--- config.mk ---
export PLATFORM = sky130hd
export DESIGN_NAME = producto_bcd_seq
export DESIGN_NICKNAME = d
export VERILOG_FILES = /design/src/rtl/producto_bcd_seq.sv
export SDC_FILE = /design/constraint.sdc
export NUM_CORES = 1
export LEC_CHECK = 0
export BUFFER_PORTS_ARGS = -buffer_cell sky130_fd_sc_hd__buf_2
export CAP_MARGIN = 15
export CELL_PAD_IN_SITES_DETAIL_PLACEMENT = 1
export CELL_PAD_IN_SITES_GLOBAL_PLACEMENT = 2
export CORE_ASPECT_RATIO = 1.5
export CORE_MARGIN = 3
export CORE_UTILIZATION = 40
export DETAILED_ROUTE_END_ITERATION = 7
export GPL_TIMING_DRIVEN = 0
export PLACE_DENSITY = 0.95
export SLEW_MARGIN = 20
export SYNTH_ARGS = -nofsm -noshare
export SYNTH_HDL_FRONTEND = slang
export SYNTH_SLANG_ARGS = --single-unit
export TNS_END_PERCENT = 10
--- constraint.sdc ---
create_clock -name clk -period 3.3 [get_ports clk]
set_input_delay 0.66 -clock clk [delete_from_list [all_inputs] [get_ports clk]]
set_output_delay 0.66 -clock clk [all_outputs]
set_load 0.01 [all_outputs]
--- src/rtl/producto_bcd_seq.sv ---
// producto_bcd_seq
//   Sequential double-dabble converter sitting behind the Booth multiplier.
//   Takes a signed two's-complement product and turns it into a sign flag
//   plus packed BCD magnitude digits for the display stage. Only one
//   conversion is in flight at a time. Each of the W bit iterations takes
//   two cycles: an add-3 adjust followed by a shift.
//
// Ports
//   clk      in   1         clock, rising edge
//   rst      in   1         asynchronous reset, active high
//   start    in   1         product valid strobe; accepted only in IDLE
//   product  in   W         signed product, sampled when start is accepted
//   busy     out  1         conversion in progress (state != IDLE)
//   done     out  1         one-cycle pulse: sign/bcd updated this cycle
//   sign     out  1         1 = product was negative
//   bcd      out  4*DIGITS  magnitude, digit 0 in bcd[3:0]
module producto_bcd_seq #(
   parameter int W      = 16,
   parameter int DIGITS = 5
) (
   input  logic                  clk,
   input  logic                  rst,
   input  logic                  start,
   input  logic [W-1:0]          product,
   output logic                  busy,
   output logic                  done,
   output logic                  sign,
   output logic [4*DIGITS-1:0]   bcd
);

   localparam int CW = $clog2(W + 1);
   localparam int BW = 4 * DIGITS;

   typedef enum logic [1:0] {IDLE, ADJUST, SHIFT, FINISH} state_t;

   state_t          state_q, state_d;
   logic [W-1:0]    bin_q, bin_d;
   logic [BW-1:0]   bcd_r_q, bcd_r_d;
   logic            sign_r_q, sign_r_d;
   logic [CW-1:0]   cnt_q, cnt_d;
   logic            busy_q, busy_d;
   logic            done_q, done_d;
   logic            sign_q, sign_d;
   logic [BW-1:0]   bcd_q, bcd_d;

   logic [BW-1:0]   bcd_adj;
   logic [W-1:0]    product_abs;

   // Two's-complement magnitude kept W bits wide and unsigned, so the most
   // negative value maps to 2**(W-1) without overflowing.
   assign product_abs = product[W-1] ? ((~product) + W'(1)) : product;

   // Add-3 correction on every nibble in parallel: a nibble >= 5 would
   // become >= 10 after the following shift, so pre-bias it to carry out.
   for (genvar i = 0; i < DIGITS; i++) begin : g_adj
      assign bcd_adj[4*i +: 4] = (bcd_r_q[4*i +: 4] >= 4'd5) ?
                                 (bcd_r_q[4*i +: 4] + 4'd3) :
                                  bcd_r_q[4*i +: 4];
   end

   always_comb begin
      state_d  = state_q;
      bin_d    = bin_q;
      bcd_r_d  = bcd_r_q;
      sign_r_d = sign_r_q;
      cnt_d    = cnt_q;
      done_d   = 1'b0;
      sign_d   = sign_q;
      bcd_d    = bcd_q;

      unique case (state_q)
         IDLE: begin
            if (start) begin
               sign_r_d = product[W-1];
               bin_d    = product_abs;
               bcd_r_d  = '0;
               cnt_d    = CW'(W);
               state_d  = ADJUST;
            end
         end
         ADJUST: begin
            bcd_r_d = bcd_adj;
            state_d = SHIFT;
         end
         SHIFT: begin
            bcd_r_d = {bcd_r_q[BW-2:0], bin_q[W-1]};
            bin_d   = {bin_q[W-2:0], 1'b0};
            cnt_d   = cnt_q - CW'(1);
            state_d = (cnt_q == CW'(1)) ? FINISH : ADJUST;
         end
         FINISH: begin
            bcd_d   = bcd_r_q;
            sign_d  = sign_r_q;
            done_d  = 1'b1;
            state_d = IDLE;
         end
         default: state_d = IDLE;
      endcase

      // Registered so busy tracks the state register exactly.
      busy_d = (state_d != IDLE);
   end

   always_ff @(posedge clk or posedge rst) begin
      if (rst) begin
         state_q  <= IDLE;
         bin_q    <= '0;
         bcd_r_q  <= '0;
         sign_r_q <= 1'b0;
         cnt_q    <= '0;
         busy_q   <= 1'b0;
         done_q   <= 1'b0;
         sign_q   <= 1'b0;
         bcd_q    <= '0;
      end else begin
         state_q  <= state_d;
         bin_q    <= bin_d;
         bcd_r_q  <= bcd_r_d;
         sign_r_q <= sign_r_d;
         cnt_q    <= cnt_d;
         busy_q   <= busy_d;
         done_q   <= done_d;
         sign_q   <= sign_d;
         bcd_q    <= bcd_d;
      end
   end

   assign busy = busy_q;
   assign done = done_q;
   assign sign = sign_q;
   assign bcd  = bcd_q;

endmodule
# Word-level counts from Yosys, hierarchy flattened
# Cells that the tools add are included.
# totals
wordCells	63
ramBits	0
reg_bits	67
output_inout_bits	23
latch_bits	0
n_memories	0
rom_bits	0
input_bits	19
# op_classes
n_shift	0
div_mod_pow	0
magnitude_cmp	5
n_reduce_logical	11
mux	16
n_mul	0
n_eq_ne	10
addsub	7
bitwise_logic	1
# ops
op	count
$pmux 20 s3	1
$mux 16	2
$pmux 16 s2	1
$add 4x2->4 const B	5
$ge 4x3->1 const B	5
$mux 20	1
$mux 4	5
$add 16x1->16 const B	1
$not 16->16	1
$reduce_and 3->1	5
$ne 2x2->1 const B	6
$pmux 5 s2	1
$pmux 2 s4	1
$eq 5x1->1 const B	1
$mux 5	1
$sub 5x1->5 const B	1
$eq 2x2->1 const B	2
$mux 2	2
$reduce_and 2->1	2
$reduce_bool 2->1	2
$reduce_bool 3->1	1
$eq 2x1->1 const B	1
$logic_not 2->1	1
$mux 1	1

# Logic depth before layout (Yosys ltp)
# Gate-level depths: netlist of run 1.
# logic_depth
ltp_word	5
mapped_depth	9
depth_no_buf	7

# Worst setup path before layout of run 1
# No wires, ideal clock.
# synth_timing
path_type	in2reg
start	in product[8]
end	reg bin_q[14]
t_required_ps	3174
slack_ps	990
setup_ps	126
n_path_buf	0
arrival_time_ps	2184
path_stages	5
cell_sequence	or4_4 or3_4 o41ai_4 mux2i_1 nand3_2
# synth_via
elab_chain_len	5
# synth_rtl
item	line_no	text
start, declared	24	input logic [W-1:0] product,
$not 16->16	51	assign product_abs = product[W-1] ? ((~product) + W'(1)) : product;
$add 16x1->16	51	
$mux 16	51	
$mux 16	73	if (start) begin
$pmux 16 s2	71	unique case (state_q)
end signal, assigned	117	bin_q <= bin_d;
end, declared	37	logic [W-1:0] bin_q, bin_d;
# No other way between the ends. The select of a mux whose other input is x is not followed.
# A chain may end at the register's enable or synchronous reset.

# Worst setup path in the final report of run 1
# layout_timing
start	reg state_q[1]
end	reg bcd_r_q[10]
# layout_via
elab_chain_len	3
elab_cells_between_ends	8
classes_between	4 x eq/ne; 1 x mux; 3 x reduce/logical
# layout_rtl
item	line_no	text
start, declared	36	state_t state_q, state_d;
start signal, assigned	116	state_q <= state_d;
$eq 2x1->1, or another cell as far along	71	
$ne 2x2->1 (no line) / $reduce_bool 3->1 (equally long branches)	--	
$reduce_and 3->1 (no line)	--	
end signal, assigned	118	bcd_r_q <= bcd_r_d;
end, declared	38	logic [BW-1:0] bcd_r_q, bcd_r_d;
# Several ways; a longest one is shown, not always the timed one.

==> results of run 1 <==
[state kept, by name, indices dropped and copies added (netlist names)]
name      cells
done          1
bcd_r_q      20
sign          1
state_q       2
bin_q        16
bcd          20
sign_r_q      1
busy          1
cnt_q         5
[cells in the mapped netlist (all sizes together) (2+ instances only)]
library cell	number
dfrtp	67
o21ai	48
nand2	45
mux2	24
inv	23
a21oi	20
nor2	19
ha	17
clkbuf	15
o31ai	12
mux2i	10
xnor2	9
xor2	8
nor2b	6
nor3	6
buf	5
nand3	5
or3	5
a22o	4
a22oi	4
nand2b	4
o41ai	4
a31oi	3
o32ai	3
or2	3
a21o	2
o221ai	2
[kinds of logic after synthesis]
group | share of synthesized area
flops | 0.4504
mux | 0.09950
fa+ha+maj | 0.05714
buf+inv | 0.04369
xor+xnor | 0.04000
simple gates | 0.1281
compound gates | 0.1812
[power by group through the flow]
stage | clock network, W | logic, W | registers (W)
6_report | 0.000930 | 0.00183 | 0.00140
5_1_grt | 0.000986 | 0.00206 | 0.00145
4_1_cts | 0.000949 | 0.00185 | 0.00141
3_5_place_dp | 0 | 0.00184 | 0.00142
3_3_place_gp | 0 | 0.00175 | 0.00140
2_1_floorplan | 0 | 0.00122 | 0.00140
[through the flow]
step	instances	setup WS [ns]	hold WS [ns]	power [W]	util
after floorplan	386	0.9568	0.4418	0.002615	-
after global placement	537	0.1426	0.4628	0.003146	0.4550
after detailed placement	538	0.7543	0.4740	0.003253	0.4584
after CTS	554	0.8442	0.2742	0.004205	0.4912
after global routing	554	0.6658	0.2855	0.004503	0.4912
final	554	0.8431	0.2753	0.004165	0.4912
[routing by layer]
metal | vias to the layer above | part of all wire | track usage
li1 | 1465 | - | -
met1 | 1575 | 0.40 | 0.2132
met2 | 51 | 0.56 | 0.3961
met3 | 13 | 0.029 | 0.03243
met4 | 0 | 0.016 | 0.07426
met5 | - | 0 | 0
[how the worst max path moves through the flow]
| stage | startpoint | end |
|---|---|---|
| after global placement | rst | bcd[16]$_DFFE_PP0P_ |
| after CTS | state_q[1]$_DFF_PP0_ | bcd_r_q[10]$_DFFE_PP0P_ |
| after global routing | state_q[1]$_DFF_PP0_ | bcd_r_q[10]$_DFFE_PP0P_ |
| final | state_q[1]$_DFF_PP0_ | bcd_r_q[10]$_DFFE_PP0P_ |
| after floorplan | rst | bcd[0]$_DFFE_PP0P_ |
| after detailed placement | product[8] | bin_q[14]$_DFFE_PP0P_ |
[critical path: cells and delay by family, from the launching register on]
family / cells / cell delay, ns
compound gates: 1 / 0.17
flops: 1 / 0.40
buf+inv: 3 / 0.68
simple gates: 4 / 0.98
fa+ha+maj: 1 / 0.17
[layout by cell type, fill, tap and decap left out, drive strengths merged, types with 2 or more instances in the layout]
master,n
a21o,2
a21oi,20
a22o,4
a22oi,4
a31oi,3
buf,47
clkbuf,30
dfrtp,67
ha,17
inv,23
mux2,24
mux2i,10
nand2,45
nand2b,4
nand3,5
nor2,19
nor2b,6
nor3,6
o21ai,48
o221ai,2
o31ai,12
o32ai,3
o41ai,4
or2,3
or3,5
xnor2,9
xor2,8
[layout make-up]
type | instances | area [um^2] | share of cell area
Timing Repair Buffer | 42 | 232.7 | 0.05304
Sequential cell | 67 | 1677 | 0.3821
Tap cell | 110 | 137.6 | 0.03137
Clock inverter | 1 | 5.005 | 0.001141
Buffer | 20 | 76.32 | 0.01739
Inverter | 23 | 88.84 | 0.02025
Clock buffer | 15 | 287.8 | 0.06558
Multi-Input combinational cell | 276 | 1883 | 0.4291
==> results.md, run 1 <==
- Async SR Flop Fraction: 1.000
- Pins over their slew limit: 0
- Post-route cell area: 4388 um^2
- Routed wire length: slightly below 10000 um
- Cell area after synthesis: 3722 um^2
- Slew headroom: 0.5378
- Routed Antenna Nets: 0
- Starting Density: 0.4167
- R2r setup slk: 0.84 ns
- Deepest clock path buffer count: 2
- Register area share after synthesis: 0.4504
- Synth Flop Type: dfrtp_1
- Crit path DAT: around 2.7 ns
- Post-route setup TNS: 0 ns
- Die height: ~120 um
- Maximum fanout along the worst path: 10
- Postcts setup bufs: 0
- Port buffer count: 41
- Critical path cell sequence: inv_1 -> ha_1 -> clkbuf_1 -> nor2b_1 -> nor2_1 -> clkbuf_1 -> nand2_1 -> nor2_1 -> a22o_1
- H-tree levels: 3
- Share of cells above drive strength 1: 0.2050
- First-pass GRT wire length: 16590 um
- Outcome: finished clean
- Fmax: 407.0 MHz
- Placement Rows: 42
- Worst Path Class, Setup: flop to flop
- Worst Max-Slew Pin Slew: approximately 0.69 ns
- Worst-path clk slew: 0.05 ns
- Largest stage delay on the critical path: about 0.40 ns
- Seq cells post-synth: 67
- Root Buffer: clkbuf_16
- Antenna diodes: 0
- Sw Ratio: 0.4149
- Power share of the combinational group: 0.440
- Post-DP HPWL: 7308 um
- Reg2Reg Depth: 9
- RSZ-0062 raised after global routing: false
- Critical path's slowest cell: dfrtp_1
- Vias in the first global route: between 3000 and 4000
- Final Skew: 0.004305 ns
- Clock power share: 0.223
- CTS Hold Bufs: 0
- Post-synth top area cell: dfrtp_1
- Top post-synthesis cells by area: dfrtp_1, mux2_2, o21ai_0
- Final setup vio count: 0
- Final Hold Fails: 0
- Synthesis-to-layout area growth: 17.88%
- Syn_area_per_cell: 9.643 um^2
- Fillcell total: 1059
- Netlist cell types: 47
- Tmin final: 2.457 ns
- Post-synth EDFFs: 0
- YS warnings: 0
- Max-cap violations: 0
- Clk sinks: 67
- Inserted Clock Buffers: 9
- Nets: 475
- RePlAce Congestion: between 0.7 and 0.8
- Worst R2R Start: state_q[1]$_DFF_PP0_
- Final worst-path cycle share: 0.7445
- Core ar.: 8934 um^2
- Sequential share of power: 0.337
- GRT Overall Usage: 0.2016
- P_leak: 1.987 nW
- Synthesized netlist net count: 422
- Pin count of the biggest net entering global routing: 49
- TritonCTS clock tree: built
- Io pins: 42
- Pre-Repair DR Iteration Count: 4
- Cells after Synth: 386
- Post-DP Area: 4095 um^2
- Reg-to-reg endpoint: bcd_r_q[10]$_DFFE_PP0P_
- Post-CTS resize count: 0
- Int Power: 0.002437 W
- Critical path endpoint category: flop
- Area share of the largest cell type after synthesis: 0.4504
- CP required: 3.57 ns
- Hold crit path type: input port to async pin
- Routed via count: slightly above 3000
- Pwr per Cell Area: 949.2 nW/um^2
- Via-to-Cell Ratio: 5.603
- Psw: 0.001728 W
- Drt initial violations: 137
- Wirelength per Cell: ~18 um
- Die footprint: roughly 11000 um^2
- GRT overflow: 0
- Drc violations: 0
- CP startpoint kind: flop
- Clock Latency Late Sink: 0.33 ns
- Maximum VDD drop: roughly 0.47 mV
- Die Width: 84.77 um
- Initial antenna violation count: 0
Note: power is estimated with default switching activity, not from simulation.
==> run 2: changes to the inputs <==
--- a/config.mk
+++ b/config.mk
@@ -5,16 +5,17 @@
 export SDC_FILE = /design/constraint.sdc
 export NUM_CORES = 1
 export LEC_CHECK = 0
+export ABC_AREA = 1
 export BUFFER_PORTS_ARGS = -buffer_cell sky130_fd_sc_hd__buf_2
 export CAP_MARGIN = 15
 export CELL_PAD_IN_SITES_DETAIL_PLACEMENT = 1
 export CELL_PAD_IN_SITES_GLOBAL_PLACEMENT = 2
 export CORE_ASPECT_RATIO = 1.5
 export CORE_MARGIN = 3
-export CORE_UTILIZATION = 40
+export CORE_UTILIZATION = 34
 export DETAILED_ROUTE_END_ITERATION = 7
 export GPL_TIMING_DRIVEN = 0
-export PLACE_DENSITY = 0.95
+export PLACE_DENSITY = 0.89
 export SLEW_MARGIN = 20
 export SYNTH_ARGS = -nofsm -noshare
 export SYNTH_HDL_FRONTEND = slang
==> constraint.sdc (replaced) <==
create_clock -name clk -period 2.3 [get_ports clk]
set_input_delay 0.46 -clock clk [delete_from_list [all_inputs] [get_ports clk]]
set_output_delay 0.46 -clock clk [all_outputs]
set_load 0.01 [all_outputs]
==> run 2 against run 1 <==
Effect of this change: clock power grew 28%; final cell count grew 21%; highest routed layer unchanged; utilization shrank 7.2 points; final area shrank 1.6%; largest power group unchanged; maximum frequency grew 25%; synthesized cell count grew 23%; sequential share of layout area grew 0.61 points; combinational power grew 47%; power grew 41%.
==> results.md, run 2 <==
- Io pins: 42 (unchanged)
- GRT overflow: 0 (unchanged)
- Via-to-Cell Ratio: 5.033 (-10%)
- Clock Latency Late Sink: 0.33 ns (about the same)
- Final worst-path cycle share: 0.8550 (+0.1105)
- First-pass GRT wire length: 17370 um (+4.7%)
- Met3 wire len: 355 um (+23%)
- Synthesized netlist net count: 512 (+21%)
- Area share of the largest cell type after synthesis: 0.4584 (+0.008013)
- Postcts setup bufs: 0 (unchanged)
- Maximum VDD drop: 0.4322 mV (-7.5%)
- Maximum fanout along the worst path: 10 (unchanged)
- YS warnings: 0 (unchanged)
- TritonCTS clock tree: built
- Top-count cell post-synth: nand2_1
- Synth Flop Type: dfrtp_1
- GRT Overall Usage: 0.1816 (-0.01999)
- Fmax: 508.5 MHz (+25%)
- Die Width: 90.68 um (+7.0%)
- Wirelength per Cell: 15.09 um (-15%)
- Final setup vio count: 0 (unchanged)
- Synthesis-to-layout area growth: 18.10%
- Post-CTS resize count: 0 (unchanged)
- Crit path DAT: 2.17 ns (-0.55 ns)
- Largest stage delay on the critical path: 0.52 ns (+0.12 ns)
- Critical path cell sequence: inv_1 -> ha_1 -> inv_2 -> clkbuf_1 -> o21ai_0 -> nand2_1 -> o21ai_0
- H-tree levels: 3 (unchanged)
- Post-synth top area cell: dfrtp_1
- Top post-synthesis cells by area: dfrtp_1, nand2_1, nor2_1
- Hold crit path type: input port to async pin
- Post-DP Area: 4069 um^2 (-0.64%)
- CP startpoint kind: flop
- Nets: 565 (+19%)
- Die footprint: 12060 um^2 (+15%)
- Routed via count: 3382 (+9.0%)
- Async SR Flop Fraction: 1.000 (unchanged)
- Netlist cell types: 25 (-47%)
- Slew headroom: 0.5537 (+0.01590)
- Crit path top cell by count: o21ai_0
- Pins over their slew limit: 0 (unchanged)
- Placement Rows: 45 (+7.1%)
- Root Buffer: clkbuf_16
- Initial antenna violation count: 0 (unchanged)
- Inserted Clock Buffers: 9 (unchanged)
- Most frequent cells in the layout: nand2_1, dfrtp_1, nor2_1
- Top layer in use: met4
- Post-synth EDFFs: 0 (unchanged)
- Drt initial violations: 143 (+4.4%)
- Vias in the first global route: 3615 (+8.0%)
- Clk sinks: 67 (unchanged)
- CP required: 2.50 ns (-1.07 ns)
- Port buffer count: 41 (unchanged)
- Post-DP HPWL: 7452 um (+2.0%)
- Critical path's slowest cell: clkbuf_1
- Final Hold Fails: 0 (unchanged)
- Deepest clock path buffer count: 2 (unchanged)
- Tmin final: 1.967 ns (-0.4904 ns)
- Max-cap violations: 0 (unchanged)
- RSZ-0062 raised after global routing: false
- Drc violations: 0 (unchanged)
- Worst-path clk slew: 0.05 ns (about the same)
- Routed Antenna Nets: 0 (unchanged)
- Post-route setup TNS: 0 ns (unchanged)
- Pin count of the biggest net entering global routing: 44 (-10%)
- Starting Density: 0.3549 (-0.06172)
- CTS Hold Bufs: 0 (unchanged)
- Routed wire length: 10140 um (+3.6%)
- Pre-Repair DR Iteration Count: 4 (unchanged)
- Register area share after synthesis: 0.4584 (+0.008013)
- Core ar.: 10300 um^2 (+15%)
- Post-route cell area: 4319 um^2 (-1.6%)
- Pwr per Cell Area: 1364 nW/um^2 (+44%)
- Commonest cells in the netlist: nand2_1, dfrtp_1, nor2_1
- Metal-1 WL: 4054 um (+4.5%)
- Die height: 133.0 um (+7.2%)
- Critical path endpoint category: flop
- RePlAce Congestion: 0.7612 (+1.6%)
- Final Skew: 0.004182 ns (-0.0001233 ns)
- Met2 WL: 5489 um (+0.40%)
- Outcome: finished clean
- Most common cell after layout, fill and taps aside: nand2_1
- P_leak: 2.136 nW (+7.5%)
- Cells after Synth: 476 (+23%)
- Worst Path Class, Setup: flop to flop
- Cell area after synthesis: 3657 um^2 (-1.7%)
- Antenna diodes: 0 (unchanged)
- Worst Max-Slew Pin Slew: 0.6695 ns (-0.02385 ns)
- Seq cells post-synth: 67 (unchanged)
- Syn_area_per_cell: 7.683 um^2 (-20%)
- Share of cells above drive strength 1: 0.1243 (-0.08066)
-- run 2: kinds of logic (layout without fill, tap and decap cells) --
group / Yosys count / after routing / share of synthesized area
compound gates: 120 / 120 / 0.1803
simple gates: 192 / 192 / 0.2128
mux: 1 / 1 / 0.003079
xor+xnor: 2 / 2 / 0.004790
buf+inv: 77 / 132 / 0.08245
flops: 67 / 67 / 0.4584
fa+ha+maj: 17 / 17 / 0.05816
-- run 2: worst paths after layout --
path / from / endpoint / slack [ns] / depth (start not counted)
worst min-delay path: rst / bcd[4]$_DFFE_PP0P_ / 0.09 / 2
worst max-delay path: state_q[0]$_DFF_PP0_ / bcd_r_q[19]$_DFFE_PP0P_ / 0.33 / 7
worst max register to register: state_q[0]$_DFF_PP0_ / bcd_r_q[19]$_DFFE_PP0P_ / 0.33 / 7
max in group asynchronous: rst / bcd_r_q[7]$_DFFE_PP0P_ / 1.67 / 3
min in group clk: product[14] / bin_q[15]$_DFFE_PP0P_ / 0.47 / 4
worst min register to register: bin_q[13]$_DFFE_PP0P_ / bin_q[13]$_DFFE_PP0P_ / 0.48 / 2
-- run 2: report_power, final --
part           leakage, nW  switching (W)  internal (W)
Combinational         1.18        0.00175      0.000937
Clock                0.122       0.000448      0.000740
Sequential           0.837       0.000296       0.00172
Total                 2.14        0.00249       0.00340
-- run 2: cell type report --
type / instances / area [um^2]
clock buffer: 13 / 250.2
buffer: 17 / 76.32
tap: 141 / 176.4
timing repair buffer: 42 / 232.7
sequential: 67 / 1677
inverter: 60 / 227.7
fill: 1322 / 5984
multi-input combinational: 332 / 1679
-- run 2: worst max-delay path, delay by kind of cell, from the launching register on --
kind,cells,cell delay [ns]
compound gates,2,0.28
fa+ha+maj,1,0.32
buf+inv,3,0.74
flops,1,0.40
simple gates,1,0.09
-- run 2: layer usage --
layer,track usage,up-vias
met5,0,-
met3,0.03584,24
met2,0.3459,62
met4,0.08007,0
met1,0.1893,1645
li1,-,1651
-- run 2: stage by stage --
step / utilization / instances / setup WS (ns) / hold slack, ns / power [W]
finish: 0.4192 / 672 / 0.3334 / 0.09438 / 0.005889
floorplan: - / 476 / 0.1568 / 0.4439 / 0.003831
detailed placement: 0.3949 / 659 / 0.3588 / 0.4552 / 0.004739
CTS: 0.4192 / 672 / 0.3027 / 0.09323 / 0.005995
global placement: 0.3920 / 658 / -0.7605 / 0.4581 / 0.004591
global route: 0.4192 / 672 / 0.2133 / 0.1178 / 0.006475
